<file path="src/rtl/timer_dev.sv">
// timer_dev: memory-mapped countdown timer with a maskable, level-type interrupt.
// Register map (word offsets): 0 CTRL, 1 PRESET, 2 COUNT (read-only), 3 reserved.
// CTRL[0] En, CTRL[2:1] Mode (01 auto-reload, anything else one-shot), CTRL[3] IM.
module timer_dev (
  input  logic        clk,
  input  logic        reset,
  input  logic [1:0]  addr,
  input  logic        we,
  input  logic [31:0] din,
  output logic [31:0] dout,
  output logic        irq
);

  typedef enum logic [1:0] {
    st_idle = 2'd0,
    st_load = 2'd1,
    st_cnt  = 2'd2,
    st_int  = 2'd3
  } state_t;

  localparam logic [1:0] off_ctrl   = 2'd0;
  localparam logic [1:0] off_preset = 2'd1;
  localparam logic [1:0] off_count  = 2'd2;
  localparam logic [1:0] mode_auto  = 2'b01;

  state_t      state, state_nx;
  logic [3:0]  ctrl;
  logic [31:0] preset;
  logic [31:0] count, count_nx;
  logic        irq_pend;

  // FSM side effects, merged with bus writes in the register process
  logic        pend_set, pend_clr, en_clr;

  logic        wr_ctrl, wr_preset;
  logic        en, auto_mode;

  assign wr_ctrl   = we && (addr == off_ctrl);
  assign wr_preset = we && (addr == off_preset);
  assign en        = ctrl[0];
  assign auto_mode = (ctrl[2:1] == mode_auto);

  // State register; a reset at any point aborts counting without an irq
  always_ff @(posedge clk) begin
    if (!reset) state <= st_idle;
    else        state <= state_nx;
  end

  // Next-state and count update; decisions use the registered ctrl value
  always_comb begin
    state_nx = state;
    count_nx = count;
    pend_set = 1'b0;
    pend_clr = 1'b0;
    en_clr   = 1'b0;
    unique case (state)
      st_idle: begin
        if (en) state_nx = st_load;
      end
      st_load: begin
        count_nx = preset;
        state_nx = st_cnt;
      end
      st_cnt: begin
        if (!en) begin
          // count freezes; re-enable restarts from LOAD
          state_nx = st_idle;
        end else if (count > 32'd1) begin
          count_nx = count - 32'd1;
        end else begin
          // 0 and 1 both terminate, so PRESET=0 acts like PRESET=1
          count_nx = 32'd0;
          pend_set = 1'b1;
          state_nx = st_int;
        end
      end
      st_int: begin
        if (auto_mode) begin
          pend_clr = 1'b1;
          state_nx = st_load;
        end else begin
          en_clr   = 1'b1;
          state_nx = st_idle;
        end
      end
      default: state_nx = st_idle;
    endcase
  end

  // Programmer-visible registers; a bus write to CTRL beats FSM updates
  always_ff @(posedge clk) begin
    if (!reset) begin
      ctrl     <= 4'd0;
      preset   <= 32'd0;
      count    <= 32'd0;
      irq_pend <= 1'b0;
    end else begin
      count <= count_nx;
      if (wr_ctrl)     ctrl    <= din[3:0];
      else if (en_clr) ctrl[0] <= 1'b0;
      if (wr_preset)   preset  <= din;
      if (wr_ctrl)       irq_pend <= 1'b0;
      else if (pend_set) irq_pend <= 1'b1;
      else if (pend_clr) irq_pend <= 1'b0;
    end
  end

  // Zero-latency read mux
  always_comb begin
    dout = 32'd0;
    unique case (addr)
      off_ctrl:   dout = {28'd0, ctrl};
      off_preset: dout = preset;
      off_count:  dout = count;
      default:    dout = 32'd0;
    endcase
  end

  // IM gates the output only; the pending flag is tracked regardless
  assign irq = ctrl[3] & irq_pend;

endmodule

</file>
<file path="config.mk">
export PLATFORM = sky130hd
export DESIGN_NAME = timer_dev
export DESIGN_NICKNAME = d
export VERILOG_FILES = /design/src/rtl/timer_dev.sv
export SDC_FILE = /design/constraint.sdc
export NUM_CORES = 1
export LEC_CHECK = 0
export CAP_MARGIN = 20
export CORE_MARGIN = 2
export CORE_UTILIZATION = 52
export CTS_BUF_LIST = sky130_fd_sc_hd__clkbuf_8 sky130_fd_sc_hd__clkbuf_16
export DETAILED_ROUTE_END_ITERATION = 8
export PLACE_DENSITY = 0.79
export SLEW_MARGIN = 10
export SYNTH_ARGS = -nofsm -noshare
export SYNTH_HDL_FRONTEND = slang
export SYNTH_SLANG_ARGS = --single-unit
</file>
<file path="constraint.sdc">
create_clock -name clk -period 2.31 [get_ports clk]
set_clock_uncertainty 0.05 [all_clocks]
set_input_delay 0.462 -clock clk [delete_from_list [all_inputs] [get_ports clk]]
set_output_delay 0.462 -clock clk [all_outputs]
set_load 0.01 [all_outputs]
</file>
# == Yosys cells after proc, flatten, opt, wreduce, memory -nomap -nowiden ==
# Index checks and enable logic that the tools add are counted.
# op_classes
n_addsub,1
n_mul,0
n_div,0
order_cmp,1
n_eq_ne,9
n_shift,0
n_mux,20
n_bitwise,2
n_reduce_logical,10
# op_table
cell,count
32-bit case mux with 3 select lines,1
32-bit two-way mux,2
32-bit case mux with 2 select lines,1
"32-bit by 1-bit greater-than comparator with 1-bit output, second input constant",1
"32-bit by 1-bit subtractor with 32-bit output, second input constant",1
1-bit two-way mux,12
2-bit case mux with 4 select lines,1
"2-bit by 1-bit equality test with 1-bit output, second input constant",3
"2-bit equality test, second input constant",3
2-bit two-way mux,3
2-bit nonzero test,3
2-bit logical NOT,2
"2-bit != test, second input constant",2
2-bit AND reduction,2
"3-bit != test, second input constant",1
1-bit logical AND,2
2-bit OR reduction,1
1-bit AND,1
1-bit NOT,1
# word_totals
regBits,71
latchBits,0
mem_bits_rw,0
mem_bits_ro,0
input_bits,37
output_inout_bits,33
wordCells,49
mem_count,0

# == Depth between registers and ports, before layout ==
# depth
word_depth,5
depth_mapped,8
ltp_nobuf,7

# == Worst setup path after synthesis ==
# No wires, ideal clock.
# synth_timing
path_type,input -> output
startpoint,input addr[1]
endpoint,output dout[10]
arrival_ns,1.665
required_time_ns,1.798
path_slack_ns,0.133
path_stages,5
n_path_buf,3
path_cell_list,clkbuf_1 > nor2b_1 > clkbuf_1 > clkbuf_1 > a22o_1
# synth_via
elab_chain_len,2
elab_cells_between_ends,4
cone_classes,eq/ne (2); mux (1); reduce/logical (1)
# synth_lines
item,line_no,source
start: declaration,7,"input logic [1:0] addr,"
2-bit equality test (tied with other cells),111,unique case (addr)
32-bit case mux with 3 select lines (*),111,
end: declaration,10,"output logic [31:0] dout,"
# Every way passes the cells marked *; elsewhere a longest branch is shown, timed or not.

# == Worst setup path after layout ==
# layout_timing
startpoint,input addr[1]
endpoint,output dout[22]
# The elaborated chain is that of the path after synthesis.

==> impl_metrics.sql <==
INSERT INTO impl_metrics (metric_group, metric, value, unit) VALUES
('outcome', 'result_of_the_run', 'completed', ''),
('floorplanning', 'die-width', '92.8', 'um'),
('clock_network', 'cts_max_path_buffers', '2', ''),
('pwr', 'leakage', '0.00235', 'uW'),
('synthesis', 'ys_dominant_reg_cell', 'dfxtp_1', ''),
('setup_path', 'worstReg2RegEnd', 'count[24]', ''),
('worst_hold_path', 'hold_path_class', 'reg2reg', ''),
('final_layout', 'post_route_cells_drive_above_1_share', '0.142', ''),
('routing', 'wl_met3', '1190', 'um'),
('worst_hold_path', 'min_to', 'preset[7]', ''),
('routing', 'remaining_drc_errors', '0', ''),
('grt', 'global_route.usage.total', '0.320', ''),
('clock_network', 'cts.clk_slew.worst_paths', '0.07', 'ns'),
('routing', 'num_vias', '4600', ''),
('pwr', 'switchingPower', '828', 'uW'),
('floorplanning', 'fp.coreArea', '7690', 'sq um'),
('flow_run', 'max_cap_viol_count', '0', ''),
('final_layout', 'num_antenna_cells', '0', ''),
('timing', 'setup_viol', '0', ''),
('synthesis', 'avgSynthCellArea', '7.63', 'sq um'),
('placement', 'port_buffers', '69', ''),
('clock_network', 'cts_buffers', '9', ''),
('setup_path', 'rrSetupSlack', '0.11', 'ns'),
('setup_path', 'timing.critical_path.to_type', 'output pin', ''),
('synthesis', 'mappedNetlistArea', '4100', 'sq um'),
('placement', 'gp_congestion', '0.917', ''),
('pwr', 'power.internal', '2020', 'uW'),
('pwr', 'pwr-share-seq', '0.456', ''),
('final_layout', 'seqCellArea', '1420', 'sq um'),
('placement', 'post-place-ws', '-0.333', 'ns'),
('clock_network', 'clk_root_buffer_cell', 'clkbuf_8', ''),
('timing', 'post-route-period-util', '0.993', ''),
('final_layout', 'finish.instance_area', '5470', 'sq um'),
('grt', 'grt_start_max_net_pins', '33', ''),
('routing', 'met2WireLength', '6080', 'um'),
('synthesis', 'synth.net_count', '576', ''),
('clock_network', 'number_of_buffers_inserted_for_hold_repair_after_clock_tree_synthesis', '0', ''),
('setup_path', 'timing.reg2reg.worst_path_depth', '8', ''),
('synthesis', 'async_reset_ff_frac', '0', ''),
('final_layout', 'design.final.nets', '670', ''),
('clock_network', 'worstSkewPairLatency', '0.35', 'ns'),
('synthesis', 'synth.distinct_cells', '55', ''),
('pwr', 'comb_power_share', '0.221', ''),
('synthesis', 'synth_cells', '537', ''),
('final_layout', 'layout_stage_area_growth_over_the_synthesis_result', '33.4', '%'),
('setup_path', 'worstPathRequired', '1.80', 'ns'),
('pwr', 'power.density_cell_area', '520', 'nW/um^2'),
('pwr', 'power_switching_share', '0.291', ''),
('placement', 'placed_cell_area', '5160', 'sq um'),
('grt', 'first_global_vias', '4335', ''),
('routing', 'routed_wl', '13400', 'um'),
('final_layout', 'filler_cell_count', '625', ''),
('setup_path', 'critical_path_class', 'in2out', ''),
('routing', 'detailedRoute.firstIterationViolations', '407', ''),
('placement', 'detailedPlacementHpwl', '8630', 'um'),
('clock_network', 'htree_num_levels', '3', ''),
('grt', 'global_route_wire_length_before_repair', '21700', 'um'),
('floorplanning', 'starting_density_of_the_core', '0.533', ''),
('timing', 'final-hold-violation-count', '0', ''),
('routing', 'top_signal_layer_used', 'met4', ''),
('grt', 'globalRouteOverflowTotal', '0', ''),
('routing', 'wire_length_on_met1', '5650', 'um'),
('worst_hold_path', 'hold_path_startpoint', 'preset[7]', ''),
('routing', 'dr.pass1.iters', '5', ''),
('floorplanning', 'design.die.area', '8600', 'sq um'),
('grt', 'initial_antenna_violation_count', '0', ''),
('floorplanning', 'floorplan.die.height', '92.8', 'um'),
('timing', 'slew-limit-headroom', '0.562', ''),
('setup_path', 'crit_path_max_fanout', '7', ''),
('routing', 'routed_via_density', '6.26', ''),
('clock_network', 'cts_tree', 'built', '');
==> how the worst max path moves through the flow <==
| stage | startpoint | to | slack [ns] | cells past startpoint |
|---|---|---|---|---|
| after floorplan | addr[1] | dout[10] | 0.13 | 5 |
| after global placement | addr[0] | dout[7] | -0.30 | 5 |
| after detailed placement | addr[0] | dout[14] | -0.33 | 5 |
| after CTS | addr[1] | dout[8] | 0.02 | 7 |
| after global routing | addr[1] | dout[5] | 0.002 | 7 |
| final | addr[1] | dout[22] | 0.02 | 7 |
==> critical path, stage by stage <==
cell	delay, ns
clkdlybuf4s15_2	0.21
nor2b_4	0.14
buf_4	0.15
buf_4	0.13
bufbuf_16	0.27
a22o_1	0.18
clkdlybuf4s15_1	0.23
==> sequential cells by signal (all words and copies together) (netlist names) <==
| name | flops |
|---|---|
| count | 32 |
| ctrl | 4 |
| irq_pend | 1 |
| preset | 32 |
| state | 2 |
==> layout make-up <==
type / instances / area share
clock buffer: 12 / 0.0302
tap: 102 / 0.0233
multi-input combinational: 418 / 0.460
inverter: 9 / 0.00618
timing repair buffer: 122 / 0.220
clock inverter: 1 / 0.000916
sequential: 71 / 0.260
==> metal layers <==
metal,up-vias,GRT usage
met5,-,0
met4,0,0.154
met3,47,0.0496
met2,251,0.500
met1,2149,0.432
li1,2153,-
==> what timing repair did <==
| item | in CTS | in global routing |
|---|---|---|
| endpoints found under the setup margin | 32 | 6 |
| setup buffers | 5 | 0 |
| cloned | 4 | 0 |
| resized for setup | 49 | 6 |
==> cell families after synthesis <==
kind of cell / Yosys count / synth area share
AND/OR/NAND/NOR: 215 / 0.277
AO/OA/AOI/OAI: 186 / 0.290
flip-flops: 71 / 0.347
buffers and inverters: 48 / 0.0446
multiplexers: 13 / 0.0318
XOR/XNOR: 2 / 0.00428
adder cells (fa/ha/maj): 2 / 0.00611
==> cell usage in the layout, fill, tap and decap left out, drive strengths merged, types with 9 or more instances in the layout <==
cell type and count:
dlygate4sd2 25, dfxtp 71, clkdlybuf4s50 35, nor3 14, o21ai 50, nor4 11
a21oi 64, buf 51, nand2 99, mux2i 13, a22o 28, clkbuf 17
inv 9, a211oi 9, nand3 16, nor2 32
==> cells in the mapped netlist (all sizes together), types with 6 or more instances <==
cell	number	area, sq um
a211oi	9	67.6
mux2i	13	130
clkbuf	37	139
dfxtp	71	1420
nor4	11	141
nor2	32	120
a21oi	64	324
or3	8	55.1
nand4	6	52.6
inv	9	33.8
a22o	28	245
o21ai	50	250
nor3	14	81.3
nand3	16	85.1
nand2	99	372
==> power groups by stage <==
stage	clock network [uW]	logic, uW	registers (uW)
floorplan	0	335	1310
global placement	0	564	1320
detailed placement	0	575	1320
CTS	917	614	1300
global route	972	673	1300
finish	918	629	1300
==> metrics by stage <==
step / utilization / total power [uW] / instances / hold WS (ns) / TNS [ns]
6_report: 0.711 / 2840 / 735 / 0.422 / 0
5_1_grt: 0.711 / 2950 / 735 / 0.444 / 0
4_1_cts: 0.714 / 2830 / 735 / 0.421 / 0
3_5_place_dp: 0.672 / 1900 / 713 / 0.410 / -9.91
3_3_place_gp: 0.672 / 1890 / 713 / 0.402 / -9.16
2_1_floorplan: - / 1650 / 537 / 0.394 / 0
(Power assumes the default switching activity.)
